File: src/rtl/cpu_pkg.sv
// cpu_pkg: shared types and constants for the PC redirect controller.
package cpu_pkg;
  localparam int XLEN_DEFAULT = 32;
  localparam logic [1:0] PRI_JUMP   = 2'd0;
  localparam logic [1:0] PRI_BRANCH = 2'd1;
  localparam logic [1:0] PRI_MISP   = 2'd2;
  localparam logic [1:0] PRI_TRAP   = 2'd3;
  typedef enum logic [1:0] {RUN, HOLD_REDIR, FENCE_WAIT, FENCE_REFILL} state_e;
endpackage

File: src/rtl/pc_redirect_arb.sv
// pc_redirect_arb: combinational fixed-priority picker over the redirect sources.
module pc_redirect_arb import cpu_pkg::*; #(
  parameter int XLEN = XLEN_DEFAULT
) (
  input  logic            trap_valid_i,
  input  logic [XLEN-1:0] trap_addr_i,
  input  logic            mispredict_valid_i,
  input  logic [XLEN-1:0] mispredict_pc_i,
  input  logic            branch_valid_i,
  input  logic [XLEN-1:0] branch_target_i,
  input  logic            jump_valid_i,
  input  logic [XLEN-1:0] jump_target_i,
  output logic            valid_o,
  output logic [XLEN-1:0] target_o,
  output logic [1:0]      pri_o,
  output logic            flush_id_o
);
  assign valid_o    = trap_valid_i | mispredict_valid_i | branch_valid_i | jump_valid_i;
  assign pri_o      = trap_valid_i ? PRI_TRAP : mispredict_valid_i ? PRI_MISP :
                      branch_valid_i ? PRI_BRANCH : PRI_JUMP;
  assign target_o   = trap_valid_i ? trap_addr_i : mispredict_valid_i ? mispredict_pc_i + XLEN'(4) :
                      branch_valid_i ? branch_target_i : jump_target_i;
  // a decode-stage jump leaves the jump itself in ID, so only IF is squashed
  assign flush_id_o = pri_o != PRI_JUMP;
endmodule

File: src/rtl/pc_redirect_ctrl.sv
// pc_redirect_ctrl: sequences PC redirects, buffers them across MMU stalls and runs fence drain/refill.
module pc_redirect_ctrl import cpu_pkg::*; #(
  parameter int XLEN = XLEN_DEFAULT
) (
  input  logic            clk,
  input  logic            rst,
  input  logic            trap_valid_i,
  input  logic [XLEN-1:0] trap_addr_i,
  input  logic            mispredict_valid_i,
  input  logic [XLEN-1:0] mispredict_pc_i,
  input  logic            branch_valid_i,
  input  logic [XLEN-1:0] branch_target_i,
  input  logic            jump_valid_i,
  input  logic [XLEN-1:0] jump_target_i,
  input  logic            fence_valid_i,
  input  logic [XLEN-1:0] fence_pc_i,
  input  logic            drain_empty_i,
  input  logic            stall_mmu_i,
  input  logic            stall_early_i,
  output logic            pc_load_o,
  output logic [XLEN-1:0] pc_addr_o,
  output logic            pc_hold_o,
  output logic            flush_if_o,
  output logic            flush_id_o,
  output logic            fence_busy_o
);
  state_e state_q, state_d;
  logic [XLEN-1:0] pend_addr_q, pend_addr_d, fence_pc_q, fence_pc_d, arb_target, req_addr, addr_d;
  logic [1:0] pend_pri_q, pend_pri_d, arb_pri, req_pri;
  logic pend_fid_q, pend_fid_d, arb_valid, arb_fid, req_fid, use_pend, urgent, take;
  logic load_d, hold_d, fif_d, fid_d, busy_d;
  pc_redirect_arb #(.XLEN(XLEN)) u_arb (
    .trap_valid_i       (trap_valid_i),
    .trap_addr_i        (trap_addr_i),
    .mispredict_valid_i (mispredict_valid_i),
    .mispredict_pc_i    (mispredict_pc_i),
    .branch_valid_i     (branch_valid_i),
    .branch_target_i    (branch_target_i),
    .jump_valid_i       (jump_valid_i),
    .jump_target_i      (jump_target_i),
    .valid_o            (arb_valid),
    .target_o           (arb_target),
    .pri_o              (arb_pri),
    .flush_id_o         (arb_fid)
  );
  // while holding, a new request replaces the pending one only at equal or higher priority
  assign use_pend = state_q == HOLD_REDIR && !(arb_valid && arb_pri >= pend_pri_q);
  assign req_addr = use_pend ? pend_addr_q : arb_target;
  assign req_pri  = use_pend ? pend_pri_q : arb_pri;
  assign req_fid  = use_pend ? pend_fid_q : arb_fid;
  assign urgent   = arb_valid && arb_pri >= PRI_MISP;
  always_comb begin
    state_d    = state_q;
    pend_addr_d = pend_addr_q;
    pend_pri_d = pend_pri_q;
    pend_fid_d = pend_fid_q;
    fence_pc_d = fence_pc_q;
    addr_d     = pc_addr_o;
    load_d     = 1'b0;
    hold_d     = 1'b0;
    fif_d      = 1'b0;
    fid_d      = 1'b0;
    busy_d     = 1'b0;
    take       = 1'b0;
    case (state_q)
      RUN: begin
        take = arb_valid;
        if (!arb_valid && fence_valid_i) begin
          state_d    = FENCE_WAIT;
          fence_pc_d = fence_pc_i;
          hold_d     = 1'b1;
          busy_d     = 1'b1;
        end else if (!arb_valid) hold_d = stall_early_i | stall_mmu_i;
      end
      HOLD_REDIR: take = 1'b1;
      FENCE_WAIT: begin
        take = urgent;
        if (!urgent) begin
          state_d = drain_empty_i ? FENCE_REFILL : FENCE_WAIT;
          load_d  = drain_empty_i;
          addr_d  = drain_empty_i ? fence_pc_q + XLEN'(4) : pc_addr_o;
          fif_d   = drain_empty_i;
          hold_d  = !drain_empty_i;
          busy_d  = 1'b1;
        end
      end
      FENCE_REFILL: begin
        take = urgent;
        if (!urgent) begin
          state_d = RUN;
          hold_d  = stall_early_i | stall_mmu_i;
        end
      end
    endcase
    if (take) begin
      if (stall_mmu_i) begin
        state_d     = HOLD_REDIR;
        pend_addr_d = req_addr;
        pend_pri_d  = req_pri;
        pend_fid_d  = req_fid;
        hold_d      = 1'b1;
      end else begin
        state_d = RUN;
        load_d  = 1'b1;
        addr_d  = req_addr;
        fif_d   = 1'b1;
        fid_d   = req_fid;
      end
    end
  end
  always_ff @(posedge clk or posedge rst) begin
    if (rst) begin
      state_q      <= RUN;
      pend_addr_q  <= '0;
      pend_pri_q   <= '0;
      pend_fid_q   <= 1'b0;
      fence_pc_q   <= '0;
      pc_load_o    <= 1'b0;
      pc_addr_o    <= '0;
      pc_hold_o    <= 1'b0;
      flush_if_o   <= 1'b0;
      flush_id_o   <= 1'b0;
      fence_busy_o <= 1'b0;
    end else begin
      state_q      <= state_d;
      pend_addr_q  <= pend_addr_d;
      pend_pri_q   <= pend_pri_d;
      pend_fid_q   <= pend_fid_d;
      fence_pc_q   <= fence_pc_d;
      pc_load_o    <= load_d;
      pc_addr_o    <= addr_d;
      pc_hold_o    <= hold_d;
      flush_if_o   <= fif_d;
      flush_id_o   <= fid_d;
      fence_busy_o <= busy_d;
    end
  end
endmodule

File: config.mk
export PLATFORM = sky130hd
export DESIGN_NAME = pc_redirect_ctrl
export DESIGN_NICKNAME = d
export VERILOG_FILES = /design/src/rtl/cpu_pkg.sv /design/src/rtl/pc_redirect_arb.sv /design/src/rtl/pc_redirect_ctrl.sv
export SDC_FILE = /design/constraint.sdc
export NUM_CORES = 1
export LEC_CHECK = 0
export ABC_AREA = 0
export CAP_MARGIN = 15
export CORE_MARGIN = 2
export CORE_UTILIZATION = 43
export DETAILED_ROUTE_END_ITERATION = 8
export GPL_TIMING_DRIVEN = 0
export PLACE_DENSITY = 0.76
export SLEW_MARGIN = 20
export SYNTH_ARGS = -nofsm -noshare
export SYNTH_HDL_FRONTEND = slang
export SYNTH_SLANG_ARGS = --single-unit
File: constraint.sdc
create_clock -name clk -period 3.25 [get_ports clk]
set_input_delay 0.65 -clock clk [delete_from_list [all_inputs] [get_ports clk]]
set_output_delay 0.65 -clock clk [all_outputs]
set_load 0.02 [all_outputs]
==> implementation parameters <==
Parameter                              Value

Routing
  Drt first-iter violations    approximately 640
  Residual antenna-violating net count after detailed routing    0
  Vias after detailed routing    6726
  Average wire per cell in the routed design    20.3 um
  TritonRoute pass-1 iters    6
  DRC violations left    0
  Vias per cell    5.97
  Routed Wire Length    ~23000 um

Timing
  Worst Hold Slack    around 0.49 ns
  Worst-margin pin slew    0.666 ns
  Number of max-slew violations in the final report    0
  Achievable frequency    331 MHz
  Post-route clock skew    around 0.0091 ns
  Remaining max-slew budget at the tightest pin    0.555
  Final Critical Period    3.02 ns
  RSZ-0062 raised after global routing    no
  Final Hold Fails    0
  Period utilisation layout    0.928
  Number of failing setup endpoints in the final timing report    0
  Min setup slack post-route    0.233 ns

Global route
  Global-route met3 utilization    0.0655
  GRT Resource Usage Total    0.282
  Initial antenna violation count    0
  Met1 usage    0.372
  Overflow after GRT    0
  Most Used Layer, Global Route    met2
  Global Route met2 Usage    0.460
  Via count of the first global-routing pass    6542
  Maximum number of pins on one net before global-route repair    32
  Global-route wire length before repair    35400 um

Pwr
  IR drop worst, VDD    297 uV
  Ratio of total power to cell area    453 nW/um^2
  Total leakage power    0.00379 uW

Layout
  Total of fill cells in the finished design    1298
  Area growth from synthesis to layout    40.4%
  Post-route cell area    about 9300 um^2
  Proportion of layout cells with a drive suffix above 1    0.117
  Nets@finish    1107
  Antenna diode instance count    0

Setup path
  Timing startpoint of the critical path    mispredict_valid_i
  Req. time, crit path    3.46 ns
  Worst setup SP type    primary input
  CP arrival    about 3.2 ns
  Maximum fanout along the worst path    10
  Category of the most critical setup path    primary input to flip-flop
  RR Startpoint    pend_pri_q[0]$_DFFE_PP0P_
  Endpoint kind of the worst setup timing path    flip-flop

Clock tree
  TritonCTS clock tree    yes
  Largest buffer count on any clock path    2
  Insertion delay of the later-clocked pin in the worst-skew pair    around 0.35 ns
  Buffer type at the clock tree root    clkbuf_16
  CTS sink count    105
  Number of buffers inserted during clock tree synthesis    9
  Number of hold buffers added after cts    0
  Clock-pin slew on the worst setup and hold paths    ~0.07 ns
  Post CTS Setup Buffer Count    0
  H-Tree Depth    3

Logic synthesis
  Cell count after synthesis    718
  Synth async-reset ratio    1.00
  Number of synthesized flops with an enable pin    0
  Avg Synthesized Cell Area    slightly above 9 um^2
  Top-area cell type share of the netlist area    0.397
  Most common flop cell mapped by yosys    dfrtp_1
  Library cell with the largest summed area after synthesis    dfrtp_1
  Number of synthesized register bits    roughly 110
  Mapped Area    6620 um^2
  Post-synth net total    892
  Leading post-synthesis cells by cell area    dfrtp_1, mux2_2, mux2i_1
  Sequential cell area fraction in the yosys report    0.397
  Number of distinct standard cells referenced by the synthesized netlist    between 60 and 70
  YS warnings    0

Status
  Run status    complete, no violations

Hold path
  Type of the most critical hold path    flip-flop to flip-flop
  Hold Startpoint    pend_addr_q[21]$_DFFE_PP0P_

Placed design
  Detail Placement HPWL    roughly 18000 um
  # port buffers    about 200
  Post-Place Worst Slack    -0.863 ns
  Dpl cell area    8960 um^2
  Placer Congestion    0.953

Die
  DIE AREA    between 15000 and 20000 um^2
  CORE AREA    15100 um^2
  Die Ht    128 um
  Row count    45
  Io pins    207
  DIE WIDTH    128 um
  Initial Utilization    0.437

Flow run
  Number of violations of the max-capacitance limit    0
## cells in the final DEF, fill, tap and decap left out, types with 8 or more instances in the layout
master           Yosys  layout
xnor2_1             26      26
dfrtp_1            105     105
and3_1              19      19
inv_1               10       9
o22ai_1             15      15
clkbuf_1            30      24
mux2i_1             31      31
o21ai_0             56      54
mux2_2              55      55
nand4_1             22      22
nand3_1             31      30
clkbuf_16            0       9
nor3_1              21      21
nor4_1               8       8
a21oi_1             32      32
a211oi_1            12      12
clkdlybuf4s50_1      0     203
nor2_1              39      39
o211ai_1             9       9
nand2_1             72      72
xor2_1              19      19
## sequential cells by signal, summed over array words and instances, names as in the netlist
signal,count
fence_busy_o,1
flush_id_o,1
pend_fid_q,1
state_q,2
pend_addr_q,32
flush_if_o,1
fence_pc_q,32
pend_pri_q,2
pc_addr_o,32
pc_hold_o,1
## critical path, stage by stage
cell and delay (ns):
buf_2 0.21, inv_1 0.24, a21oi_1 0.24, ha_1 0.25, nand2b_1 0.19, a2111oi_4 0.44
a31oi_2 0.16, clkbuf_4 0.28, clkbuf_2 0.24, o21ai_1 0.22, a21oi_1 0.09
## power by group
part / switching (uW) / internal (uW)
registers: 223 / 1570
logic: 642 / 679
clock network: 477 / 616
## kinds of logic (layout without fill, tap and decap cells)
| family | after synthesis | in the layout | share of synthesized area |
|---|---|---|---|
| AND/OR/NAND/NOR | 243 | 243 | 0.187 |
| AO/OA/AOI/OAI | 178 | 178 | 0.172 |
| flip-flops | 105 | 105 | 0.397 |
| multiplexers | 86 | 86 | 0.140 |
| buffers and inverters | 57 | 277 | 0.0361 |
| XOR/XNOR | 45 | 45 | 0.0596 |
| adder cells (fa/ha/maj) | 4 | 4 | 0.00756 |
## layer usage
metal  vias up  wire length, um
li1       3103                -
met1      3258             9500
met2       300            10800
met3        65             1770
met4         0              765
met5         -                0
## cells in the mapped netlist, drive strengths merged, types with 6 or more instances
cell type,n
a211oi,12
a21o,6
a21oi,32
a31oi,7
and2,6
and3,20
and4,6
buf,15
clkbuf,30
dfrtp,105
inv,11
mux2,55
mux2i,31
nand2,72
nand3,33
nand4,22
nor2,40
nor3,21
nor4,9
o211ai,9
o21ai,57
o22ai,15
o31ai,6
xnor2,26
xor2,19
## area by class of cell
class	instances	area, um^2	area share
plain buffers	43	210	0.0226
clock buffers	11	243	0.0261
clock inverters	5	55.1	0.00592
inverters	12	48.8	0.00525
multi-input cells	556	3780	0.407
flip-flops and latches	105	2630	0.283
well taps	188	235	0.0253
repair buffers	206	2090	0.225
## final timing paths
path / endpoint / slack, ns / cells past startpoint
setup / recovery: pc_addr_o[3]$_DFF_PP0_ / 0.23 / 11
hold / removal: pend_addr_q[21]$_DFFE_PP0P_ / 0.49 / 2
setup reg to reg: pc_addr_o[3]$_DFF_PP0_ / 0.82 / 8
hold reg to reg: pend_addr_q[21]$_DFFE_PP0P_ / 0.49 / 2
max in group asynchronous: pc_addr_o[13]$_DFF_PP0_ / 1.80 / 4
min in group asynchronous: fence_pc_q[0]$_DFFE_PP0P_ / 0.71 / 2
## metrics by stage
step	total power [uW]	TNS, ns	utilization	instances
detailed placement	3110	-40.03	0.591	1112
global route	4420	0	0.614	1126
finish	4210	0	0.614	1126
floorplan	2450	0	-	718
global placement	3080	-41.38	0.587	1109
CTS	4210	0	0.613	1127
## repair_timing
item | in CTS | in global routing
setup endpoints to repair | 67 | 56
pin swaps | 0 | 0
endpoints found under the hold margin | 0 | 0
resized for setup | 10 | 12
No activity file was read; power rests on OpenSTA's default activity.
